## config.mk

```make
export PLATFORM = sky130hd
export DESIGN_NAME = adder_17
export DESIGN_NICKNAME = d
export VERILOG_FILES = /design/src/rtl/adder_17.sv
export SDC_FILE = /design/constraint.sdc
export NUM_CORES = 1
export LEC_CHECK = 0
export CELL_PAD_IN_SITES_DETAIL_PLACEMENT = 1
export CELL_PAD_IN_SITES_GLOBAL_PLACEMENT = 1
export CORE_MARGIN = 3
export CORE_UTILIZATION = 33
export CTS_CLUSTER_SIZE = 10
export DETAILED_ROUTE_END_ITERATION = 10
export PLACE_DENSITY_LB_ADDON = 0.1
export SYNTH_ARGS = -nofsm -noshare
export SYNTH_HDL_FRONTEND = slang
export SYNTH_SLANG_ARGS = --single-unit
```

## constraint.sdc

```tcl
create_clock -name clk -period 5.05 [get_ports clk]
set_input_delay 1.515 -clock clk [delete_from_list [all_inputs] [get_ports clk]]
set_output_delay 1.515 -clock clk [all_outputs]
set_load 0.01 [all_outputs]
```

## src/rtl/adder_17.sv

```systemverilog
// rtl/adder_17.sv - 17-bit registered adder built from 4-bit carry-lookahead groups plus a 1-bit top slice
// Optional overflow flag V is present when ADDER17_OVF_EN is defined.
module adder_17 (
  input  logic        clk,
  input  logic        rst_n,
  input  logic [16:0] A,
  input  logic [16:0] B,
  output logic [16:0] S,
  output logic        Cout
`ifdef ADDER17_OVF_EN
  ,
  output logic        V
`endif
);

  logic [16:0] p;
  logic [16:0] g;
  logic [16:0] sum_c;
  logic        cout_c;
  logic [4:0]  c;
  logic [3:0]  gp;
  logic [3:0]  gg;
  logic [4:0]  ci;

  assign p = A ^ B;
  assign g = A & B;

  // c[k] is the carry into group k; each group resolves its carries from c[k] alone
  always_comb begin
    c      = '0;
    sum_c  = '0;
    cout_c = 1'b0;
    gp     = '0;
    gg     = '0;
    ci     = '0;
    for (int k = 0; k < 4; k++) begin
      gp    = p[4*k +: 4];
      gg    = g[4*k +: 4];
      ci[0] = c[k];
      ci[1] = gg[0] | (gp[0] & ci[0]);
      ci[2] = gg[1] | (gp[1] & gg[0]) | (gp[1] & gp[0] & ci[0]);
      ci[3] = gg[2] | (gp[2] & gg[1]) | (gp[2] & gp[1] & gg[0])
            | (gp[2] & gp[1] & gp[0] & ci[0]);
      ci[4] = gg[3] | (gp[3] & gg[2]) | (gp[3] & gp[2] & gg[1])
            | (gp[3] & gp[2] & gp[1] & gg[0])
            | (gp[3] & gp[2] & gp[1] & gp[0] & ci[0]);
      sum_c[4*k +: 4] = gp ^ ci[3:0];
      c[k+1]          = ci[4];
    end
    sum_c[16] = p[16] ^ c[4];
    cout_c    = g[16] | (p[16] & c[4]);
  end

  always_ff @(posedge clk) begin
    if (!rst_n) begin
      S    <= '0;
      Cout <= 1'b0;
    end else begin
      S    <= sum_c;
      Cout <= cout_c;
    end
  end

`ifdef ADDER17_OVF_EN
  // Signed overflow: like-signed operands producing a result of the other sign
  always_ff @(posedge clk) begin
    if (!rst_n) V <= 1'b0;
    else        V <= (A[16] == B[16]) && (sum_c[16] != A[16]);
  end
`endif

endmodule

```

### After elaboration in Yosys (flattened, before gate mapping)

Cells that the tools add are included.

* bits of input ports: 36
* output and inout port bits: 18
* register bits after elaboration: 18
* word-level logic and storage cells: 104

* bitwise operators: 102

Operator list (number)
* $and A1 B1 Y1: 58
* $or A1 B1 Y1: 37
* $and A17 B17 Y17: 1
* $xor A17 B17 Y17: 1
* $xor A4 B4 Y4: 4
* $xor A1 B1 Y1: 1

### Depth between registers and ports, before layout

Gate-level depths: netlist of run 1.

* word-level depth: 13
* depth in mapped cells: 8
* mapped depth without buffers: 8

### Worst setup path before layout of run 1

OpenSTA, ideal clock, no wires.

* path type: input to register
* start: input A[2]
* end: register S[16]
* required time: 4.936 ns
* buffers on the path: 0
* stages: 8
* setup time: 0.114 ns
* setup slack: 1.535 ns
* data arrival time: 3.401 ns
* cell sequence: ha_1 -> a21oi_1 -> o211a_1 -> or4_4 -> a31oi_1 -> a21oi_1 -> fa_1 -> nor2b_1

* cells in the longest elaborated chain, start to end: 12
* elaborated cells on any way between the ends: 17
* classes of those cells: bitwise: 17

Ends and longest elaborated chain
* start, declared: RTL line 6 `input logic [16:0] A,`
* $and A17 B17 Y17 or $xor A17 B17 Y17 (tied branches): RTL line 26, 25
* $and A1 B1 Y1, on equally long branches
* $or A1 B1 Y1 (tied with other cells): RTL line 44 `ci[4] = gg[3] | (gp[3] & gg[2]) | (gp[3] & gp[2] & gg[1])`
* $or A1 B1 Y1 or $and A1 B1 Y1 (tied branches): RTL line 44, 45
* $or A1 B1 Y1 *: RTL line 45 `| (gp[3] & gp[2] & gp[1] & gg[0])`
* $and A1 B1 Y1 *: RTL line 46 `| (gp[3] & gp[2] & gp[1] & gp[0] & ci[0]);`
* $or A1 B1 Y1 *: RTL line 46
* $and A1 B1 Y1 *: RTL line 46
* $or A1 B1 Y1 *: RTL line 46
* $and A1 B1 Y1 *: RTL line 46
* $or A1 B1 Y1 *: RTL line 46
* $xor A1 B1 Y1 *: RTL line 50 `sum_c[16] = p[16] ^ c[4];`
* end signal, assigned: RTL line 59 `S <= sum_c;`
* end, declared: RTL line 8 `output logic [16:0] S,`

Mark *: on every way between the ends. The rest lies on a longest branch, timed or not.
A chain may end at the register's enable or synchronous reset.

### Final worst setup path of run 1

Ends and elaborated chain as after synthesis.

==> flow_metrics.tcl, run 1 <==
set metrics [dict create \
    grt_pass1_wl_mm 5.35 \
    drv_slew 0 \
    dp_hpwl_mm 2.68 \
    rsz0062_at_grt "false" \
    worstHoldStart "B[0]" \
    start_kind "input pin" \
    power.density_nw_per_um2 249 \
    dieArea_um2 4430 \
    wl_per_cell_um 14.2 \
    placed_area_um2 1790 \
    endpoint_kind "flip-flop" \
    p_total_w 0.000459 \
    fin_cells 224 \
    fin_setup_tns_ps 0 \
    setup_violations 0 \
    mostFrequentLayoutCells "53 x clkdlybuf4s50_1, 18 x dfxtp_1, 16 x ha_1, 13 x and2_1" \
    antenna_cells 0 \
    crit_type "in2reg" \
    dr.pass1.iters 4 \
    synth.distinct_cells 34 \
    die_w_um 66.6 \
    port_buffers 53 \
    yosysWarnings 0 \
    synthCells 123 \
    arrival_ps 3970 \
    cts_buffer_depth 2 \
    grt_pass1_vias 1269 \
    cts_hold_buf 0 \
    fillCellCount 415 \
    ctsResizeCount 0 \
    viasPerCell 4.96 \
    drtIter0Drc 23 \
    cp.required_ps 5200 \
    grt-ovfl-total 0 \
    ys_seq_area_share_pct 29.8 \
    grt.total_usage_pct 16.1 \
    synth-seq-cells 18 \
    holdPathEnd "S[0]" \
    dieHeight_um 66.6 \
    root_buffer "clkbuf_8" \
    dr_total_vias 1110 \
    cp_max_fo 4 \
    start_util_pct 35.2 \
    cts.sinks 18 \
    design_area_um2 1850 \
    post-place-cells 220 \
    fin_crit_ps 3820 \
    avgSynthCellArea_um2 9.84 \
    grt_start_max_net_pins 27 \
    rows 21 \
    routed_wl_mm 3.19 \
    drc 0 \
    numCtsBuffers 3 \
    hold_violations 0 \
    slew_headroom_pct 48.7 \
    gp_congestion 0.705 \
    ios 54 \
    period_share_pct 75.7 \
    maxCapViolations 0 \
    ant_nets 0 \
    clk_pin_slew_ps 70 \
    drive_gt1_share_pct 5.06 \
    cts_tree "done" \
    mostFrequentLayoutCell "clkdlybuf4s50_1" \
    hold_depth 3 \
    ir_worst_vdd_mv 0.114 \
    cts_setup_buffers 0 \
    p_leak_nw 0.775 \
    core_area_um2 3440 \
    synthesis.nets 180 \
    status "finished clean" \
    htree_levels 1 \
    area_growth_pct 52.5 \
    worst_slew_pin_slew_ps 767 \
    max_freq_ghz 0.262 \
    synth_area_um2 1210 \
    finalNetCount 236 \
    antenna_found_initial 0 \
    hold_class "in2reg" \
]
==> cell type report <==
class	instances	area [um^2]	area share, %
clock buffer	4	55.1	2.98
multi-input combinational	96	816	44.2
sequential	18	360	19.5
timing repair buffer	53	531	28.7
inverter	7	26.3	1.42
tap	46	57.6	3.12
==> cells by family (layout without fill, tap and decap cells) <==
logic type | after synthesis | in the layout | synth area share [%]
compound gates | 28 | 28 | 17.6
mux | 3 | 3 | 2.48
buf+inv | 9 | 64 | 2.79
flops | 18 | 18 | 29.8
simple gates | 37 | 37 | 17.5
fa+ha+maj | 21 | 21 | 24.8
xor+xnor | 7 | 7 | 5.07
==> where the power goes <==
part	switching, W	internal (W)	total [W]	leakage, nW
Combinational	0.0000739	0.0000996	0.000174	0.597
Sequential	0.00000444	0.000161	0.000166	0.150
Clock	0.0000503	0.0000693	0.000120	0.0288
==> sequential cells by signal (all words and copies together), names as in the netlist <==
register / flops
Cout: 1
S: 17
==> layer usage <==
metal | track usage (%) | up-vias | wire length, um
met1 | 15.3 | 522 | 1160
met3 | 2.02 | 5 | 156
met4 | 7.61 | 0 | 62
met5 | 0 | - | 0
met2 | 32.9 | 31 | 1810
li1 | - | 552 | -
==> Yosys cell counts <==
master | count | area share (%)
nand3_1 | 2 | 0.83
nor4b_1 | 1 | 0.72
or4_4 | 1 | 0.93
nand4b_1 | 1 | 0.72
nor2_1 | 4 | 1.2
inv_1 | 7 | 2.2
nand2_1 | 7 | 2.2
o21a_1 | 1 | 0.62
nand3b_1 | 1 | 0.62
ha_1 | 16 | 17
a21oi_1 | 7 | 2.9
a21o_1 | 2 | 1.2
and2_1 | 13 | 6.7
a31o_2 | 1 | 0.72
xnor2_1 | 3 | 2.2
fa_1 | 5 | 8.3
o211a_1 | 1 | 0.83
nor2b_1 | 3 | 1.6
o311a_2 | 1 | 0.93
nor3_1 | 1 | 0.41
mux2i_1 | 3 | 2.5
a41oi_1 | 1 | 0.72
a311o_1 | 2 | 1.7
o21ai_0 | 2 | 0.83
o2111ai_1 | 1 | 0.72
o221ai_1 | 1 | 0.72
a211o_1 | 2 | 1.4
clkbuf_1 | 2 | 0.62
dfxtp_1 | 18 | 30
nand2b_1 | 3 | 1.6
o211ai_1 | 1 | 0.62
xor2_1 | 4 | 2.9
o211ai_2 | 2 | 2.1
a31oi_1 | 3 | 1.6
==> critical path, cell delays in order <==
cell and delay (ps):
clkdlybuf4s50_1 400, ha_1 350, a21oi_1 100, o211a_1 250
or4_4 530, a31oi_1 190, a21oi_1 110, fa_1 490
nor2b_1 40
==> through the flow <==
stage               setup WS [ps]  util [%]  hold WS [ps]
finish                       1230      53.6          1960
global route                 1100      53.6          1960
CTS                          1230      53.6          1960
detailed placement            956      52.0          2230
global placement             1010      52.0          2210
floorplan                    1530         -          1670
==> how the worst max path moves through the flow <==
stage | startpoint | depth (start not counted) | end
after global placement | A[1] | 9 | S[16]
after CTS | A[2] | 9 | S[16]
final | A[2] | 9 | S[16]
after global routing | A[1] | 9 | S[16]
after floorplan | A[2] | 8 | S[16]
after detailed placement | A[1] | 9 | S[16]
No activity file was read; power rests on OpenSTA's default activity.
==> run 2, diff against run 1 <==
--- a/config.mk
+++ b/config.mk
@@ -8,7 +8,7 @@
 export CELL_PAD_IN_SITES_DETAIL_PLACEMENT = 1
 export CELL_PAD_IN_SITES_GLOBAL_PLACEMENT = 1
 export CORE_MARGIN = 3
-export CORE_UTILIZATION = 33
+export CORE_UTILIZATION = 27
 export CTS_CLUSTER_SIZE = 10
 export DETAILED_ROUTE_END_ITERATION = 10
 export PLACE_DENSITY_LB_ADDON = 0.1
==> constraint.sdc (replaced) <==
create_clock -name clk -period 3.3 [get_ports clk]
set_input_delay 0.99 -clock clk [delete_from_list [all_inputs] [get_ports clk]]
set_output_delay 0.99 -clock clk [all_outputs]
set_load 0.01 [all_outputs]
==> run 2 against run 1 <==
Effect of this change: combinational power up 71%; sequential power up 53%; worst setup slack got worse by 1100 ps; critical path depth did not move; die area rose by 20%; largest cell class unchanged; routed wire length grew 4.6%; critical endpoint unchanged; worst hold slack got worse by 710 ps; global-route usage down 2.5 points; first-iteration DRC count is 35% higher.
==> flow_metrics.tcl, run 2 (synthesis results as in run 1) <==
set metrics [dict create \
    antenna_cells 0 \
    p_leak_nw 0.888 \
    numCtsBuffers 3 \
    status "finished clean" \
    setup_violations 0 \
    mostFrequentLayoutCells "52 x clkdlybuf4s50_1, 22 x buf_4, 18 x dfxtp_1, 15 x ha_1, 13 x and2_1" \
    post-route-util_pct 48.7 \
    power.density_nw_per_um2 362 \
    regMostFlops "S" \
    die_w_um 72.9 \
    dieArea_um2 5320 \
    cts.sinks 18 \
    fillCellCount 475 \
    endpoint_kind "flip-flop" \
    path_cells "clkdlybuf4s50_1, ha_4, a41oi_1, o211a_1, or4_4, a31oi_1, a21oi_1, fa_1, nor2b_1" \
    ios 54 \
    period_share_pct 96.9 \
    cts_tree "done" \
    clk_pin_slew_ps 80 \
    placed_area_um2 1950 \
    grt_pass1_wl_mm 5.70 \
    arrival_ps 3350 \
    top_regs "S (17), Cout (1)" \
    drive_gt1_share_pct 16.5 \
    hold_violations 0 \
    drtIter0Drc 31 \
    largest_register_ffs 17 \
    grt-ovfl-total 0 \
    port_buffers 53 \
    htree_levels 1 \
    grt_start_max_net_pins 21 \
    start_kind "input pin" \
    slew_headroom_pct 55.1 \
    ant_nets 0 \
    worst_slew_pin_slew_ps 672 \
    max_freq_ghz 0.313 \
    finalNetCount 258 \
    dp_hpwl_mm 2.82 \
    dr.pass1.iters 4 \
    wl_per_cell_um 13.3 \
    p_total_w 0.000736 \
    root_buffer "clkbuf_8" \
    rsz0062_at_grt "false" \
    viasPerCell 4.86 \
    cts_buffer_depth 2 \
    area_growth_pct 68.0 \
    design_area_um2 2030 \
    crit_type "in2reg" \
    drv_slew 0 \
    cp_slowest_cell "or4_4" \
    ir_worst_vdd_mv 0.205 \
    cp.required_ps 3450 \
    slowest_delay_ps 490 \
    maxCapViolations 0 \
    core_area_um2 4170 \
    grt_pass1_vias 1381 \
    fin_setup_tns_ps 0 \
    routed_wl_mm 3.33 \
    rows 23 \
    dr_total_vias 1216 \
    antenna_found_initial 0 \
    hold_class "in2reg" \
    critical_path_buf_inv_count 1 \
    dieHeight_um 72.9 \
    start_util_pct 29.0 \
    grt.total_usage_pct 13.5 \
    path_delay_family "adder cells" \
    fin_crit_ps 3200 \
    mostFrequentLayoutCell "clkdlybuf4s50_1" \
    cp_max_fo 2 \
    gp_congestion 0.740 \
    drc 0 \
]
## run 2: per-stage QoR
step | cells | hold WS, ps | worst slack (ps)
finish | 250 | 1250 | 103
global route | 250 | 1270 | 6.52
floorplan | 123 | 1140 | 310
global placement | 245 | 1700 | -170
CTS | 249 | 1430 | 59.0
detailed placement | 245 | 1710 | -210
## run 2: final timing paths
check / start / endpoint / slack (ps) / cells past startpoint
worst max-delay path: A[1] / S[16] / 100 / 9
worst min-delay path: B[1] / S[1] / 1250 / 3
## run 2: final cells by class
type / count / area (um^2) / share of cell area (%)
multi-input combinational: 96 / 831 / 40.9
inverter: 7 / 26.3 / 1.29
sequential: 18 / 360 / 17.7
timing repair buffer: 75 / 698 / 34.3
clock buffer: 4 / 55.1 / 2.71
tap: 50 / 62.6 / 3.08
## run 2: worst min-delay path, stage by stage
cell            delay [ps]
dlymetal6s2s_1         170
fa_1                   190
and2_1                 120
## run 2: layer usage
layer	part of all wire [%]	up-vias	GRT usage, %
li1	-	596	-
met1	41	582	14.4
met2	51	36	26.2
met3	6.4	2	3.58
met4	0.66	0	3.28
met5	0	-	0
## run 2: timing repair
item	in CTS	in global routing
setup buffers	0	1
resized for setup	0	3
endpoints found under the setup margin	0	2
hold buffers	0	0
## run 2: report_power, final
part | total, W | switching (W) | internal, W | leakage (nW)
Sequential | 0.000254 | 0.00000699 | 0.000247 | 0.150
Combinational | 0.000298 | 0.000121 | 0.000177 | 0.709
Clock | 0.000185 | 0.0000788 | 0.000106 | 0.0288
==> patch 1 (flow settings as in run 2) <==
The output `S` loses its register stage (`S` becomes a continuous assignment).
--- a/src/rtl/adder_17.sv
+++ b/src/rtl/adder_17.sv
@@ -55,6 +55,4 @@
     if (!rst_n) begin
-      S    <= '0;
       Cout <= 1'b0;
     end else begin
-      S    <= sum_c;
       Cout <= cout_c;
@@ -62,2 +60,4 @@
   end
+
+  assign S = sum_c;
 
Function: changed (Yosys sat finds a counterexample within 4 cycles, from zero or initial values and one cycle with rst_n low).
==> patch 1 against run 2 <==
- the flow now finishes with violations (setup timing)
- critical path depth grew 2
- power is 41% lower
- routed wire length rose by 54%
- sequential cell count is 17 lower
- global-route usage grew 9.7 points
- final cell count fell by 22%
- worst setup slack worse by 1500 ps
- design area decreased by 15%
- synthesized area is 44% lower
- combinational power rose by 41%
- critical path type is now in -> out
- highest routed layer unchanged
==> patch 1: results (changes against run 2) <==
Tot GR Track Use - 0.232 (+0.0967)
vias in the first global route - 1,132 (-18%)
DP Worst Slack - -2000 ps (-1790 ps)
NetSw - 0.197 mW (-5.0%)
placed instance count - 179 (-27%)
hold depth - 2 (-1)
WL met3 - 310 um (+46%)
Compound-Gate Fraction of Synth Area - 0.242 (+0.0658)
CP endpoint - S[16]
area post-placement - 1490 um2 (-24%)
number of distinct library cells after synthesis - 24 (-29%)
mux cell area share after synthesis - 0 (-0.0248)
Fillers - 223 (-53%)
critical path peak fanout - 2 (unchanged)
first-pass GRT wire length - 5.68 mm (-0.37%)
setup_tns - -11,220 ps (-11,220 ps)
GR Util met1 - 0.246 (+0.102)
initial drt markers - 20 (-35%)
layout cells sized above 1 - 0.641 (+0.476)
status - finished with violations
CP peak stage delay - 570 ps (+80 ps)
Syn Area/Cell - 9.22 um2 (-6.3%)
met3 Use GR - 0.0186 (-0.0173)
hold path endpoint - Cout
Final Wtd Congestion - 0.743 (+0.39%)
top post-synthesis cells by area - ha_1, fa_1, xnor2_1
WL/cell - 26.3 um (+97%)
worst hold margin - 1600 ps (+349 ps)
Synth Area in Adders - 0.446 (+0.198)
CP top delay family - compound AO/OA/AOI/OAI gates
vias - 1,039 (-15%)
Synthesized Nets - 130 (-28%)
Clock Power Share - 0 (-0.251)
CP max-delay cell - or4b_4
largest net degree at the start of global routing - 4 (-81%)
most common library cells after synthesis - ha_1, nor2_1
M1 WL - 1.75 mm (+27%)
failing checks - setup timing
met2 routed WL - 2.72 mm (+59%)
CP arrival - 3670 ps (+320 ps)
routed vias/inst - 5.33 (+9.5%)
fin nets - 226 (-12%)
Peak VDD IR - 0.164 mV (-20%)
# setup viols final - 15 (+15)
LEAKAGE - 0.792 nW (-11%)
setup ws final - -1360 ps (-1460 ps)
Logic pwr share - 0.969 (+0.564)
post-synthesis sequential area ratio - 0.0297 (-0.268)
clock transition at the registers of the reported paths - 0 ps (-80 ps)
==> patch 1: changes by cell type in the layout (fill, tap and decap cells not counted), sizes merged, moves of 3 or more <==
cell	run 2	this run
clkdlybuf4s50	52	21
buf	22	65
mux2i	3	0
dlygate4sd2	0	8
o211ai	3	0
clkbuf	4	0
nand2	7	1
dfxtp	18	1
and2	13	1
==> patch 1: repair_timing <==
item / in CTS / in global routing
pin swaps: 33 / 22
resized for setup: 147 / 10
endpoints found under the setup margin: 17 / 17
buffers inserted: 13 / 9
==> patch 1: cell type report <==
| cell class | instances | area [um2] | area share |
|---|---|---|---|
| Inverter | 5 | 18.8 | 0.0109 |
| Multi-Input combinational cell | 67 | 863 | 0.502 |
| Sequential cell | 1 | 20.0 | 0.0116 |
| Tap cell | 28 | 35.0 | 0.0204 |
| Timing Repair Buffer | 94 | 782 | 0.455 |
==> patch 2 (flow settings as in run 2) <==
Made on the original files. Add a define of `ADDER17_OVF_EN`.
--- a/src/rtl/adder_17.sv
+++ b/src/rtl/adder_17.sv
@@ -2,2 +2,4 @@
 // Optional overflow flag V is present when ADDER17_OVF_EN is defined.
+`define ADDER17_OVF_EN
+
 module adder_17 (
Behaviour (old outputs only; new: V): unchanged (Yosys induction, for registers that start in step).
==> patch 2 against run 2 <==
- power is 6.0% higher
- critical path type unchanged
- maximum frequency increased by 0.24%
- count of clock-buffer cells in the layout fell by 1
- design area increased by 10%
- synthesized area increased by 4.9%
- highest routed layer unchanged
- sequential cell count rose by 1
- final cell count rose by 8.0%
- non-clock buffer count rose by 10
- routed wire length up 15%
- hold slack lost 33 ps
- worst setup slack improved by 7.6 ps
==> patch 2: results (changes against run 2) <==
status - completed
met2 routed WL - 2.06 mm (+20%)
DP Worst Slack - -452 ps (-242 ps)
Hold Path Origin - A[0]
Tot GR Track Use - 0.141 (+0.00511)
Buffers excl. clock - 85 (+13%)
pwr dens - 349 nW/um2 (-3.7%)
FF/Latch Area - 380 um2 (+5.6%)
fin nets - 277 (+7.4%)
post-synthesis sequential area ratio - 0.300 (+0.00197)
clock-cell share of area - 0.0207 (-0.00638)
top post-synthesis cells by area - dfxtp_1, ha_1, fa_1
port bufs - 54 (+1.9%)
layout cells sized above 1 - 0.266 (+0.101)
Non-clk invs - 8 (+1)
WL met3 - 185 um (-13%)
Synth Area in Adders - 0.247 (-0.00164)
Final Wtd Congestion - 0.745 (+0.74%)
CP arrival - 3370 ps (+20 ps)
mux cell area share after synthesis - 0.0237 (-0.00115)
most common library cells after synthesis - dfxtp_1, ha_1, and2_1
Compound-Gate Fraction of Synth Area - 0.153 (-0.0229)
CLK BUF - 3 (-1)
LEAKAGE - 0.974 nW (+9.7%)
routed vias/inst - 4.78 (-1.7%)
Top Registers - S x17, Cout x1, V x1
Critical Path Start - A[5]
WL/cell - 14.1 um (+6.0%)
Fillers - 518 (+9.1%)
area of the multi-input gates - 982 um2 (+18%)
area post-placement - 2060 um2 (+5.6%)
Multi-input comb cells - 102 (+6.3%)
Syn Area/Cell - 9.68 um2 (-1.5%)
layout buffering overhead excluding clock cells - 0.328 (-0.0156)
-- patch 2: timing repair --
action,in CTS,in global routing
endpoints found under the setup margin,1,1
pin swaps,14,9
buffers inserted,4,1
resized for setup,30,17
cloned,0,0
-- patch 2: worst max-delay path, stage by stage --
cell             delay (ps)
clkdlybuf4s50_1         410
ha_1                    310
o2111ai_1               140
or4_4                   470
a31oi_4                 180
a21oi_2                  80
fa_1                    470
xor2_1                  160
nor3b_1                 160
-- patch 2: report_power, final --
group,switching [mW],total (mW),internal (mW)
Sequential,0.00766,0.268,0.260
Combinational,0.141,0.345,0.204
Clock,0.0842,0.168,0.0840
Total,0.233,0.780,0.548
-- patch 2: kinds of logic after synthesis --
family | count (synthesis)
fa+ha+maj | 22
simple gates | 42
xor+xnor | 8
compound gates | 27
flops | 19
buf+inv | 10
mux | 3
-- patch 2: per-layer routing --
layer / track usage / vias up
li1: - / 638
met1: 0.148 / 621
met2: 0.280 / 30
met3: 0.0243 / 2
met4: 0.0415 / 0
met5: 0 / -
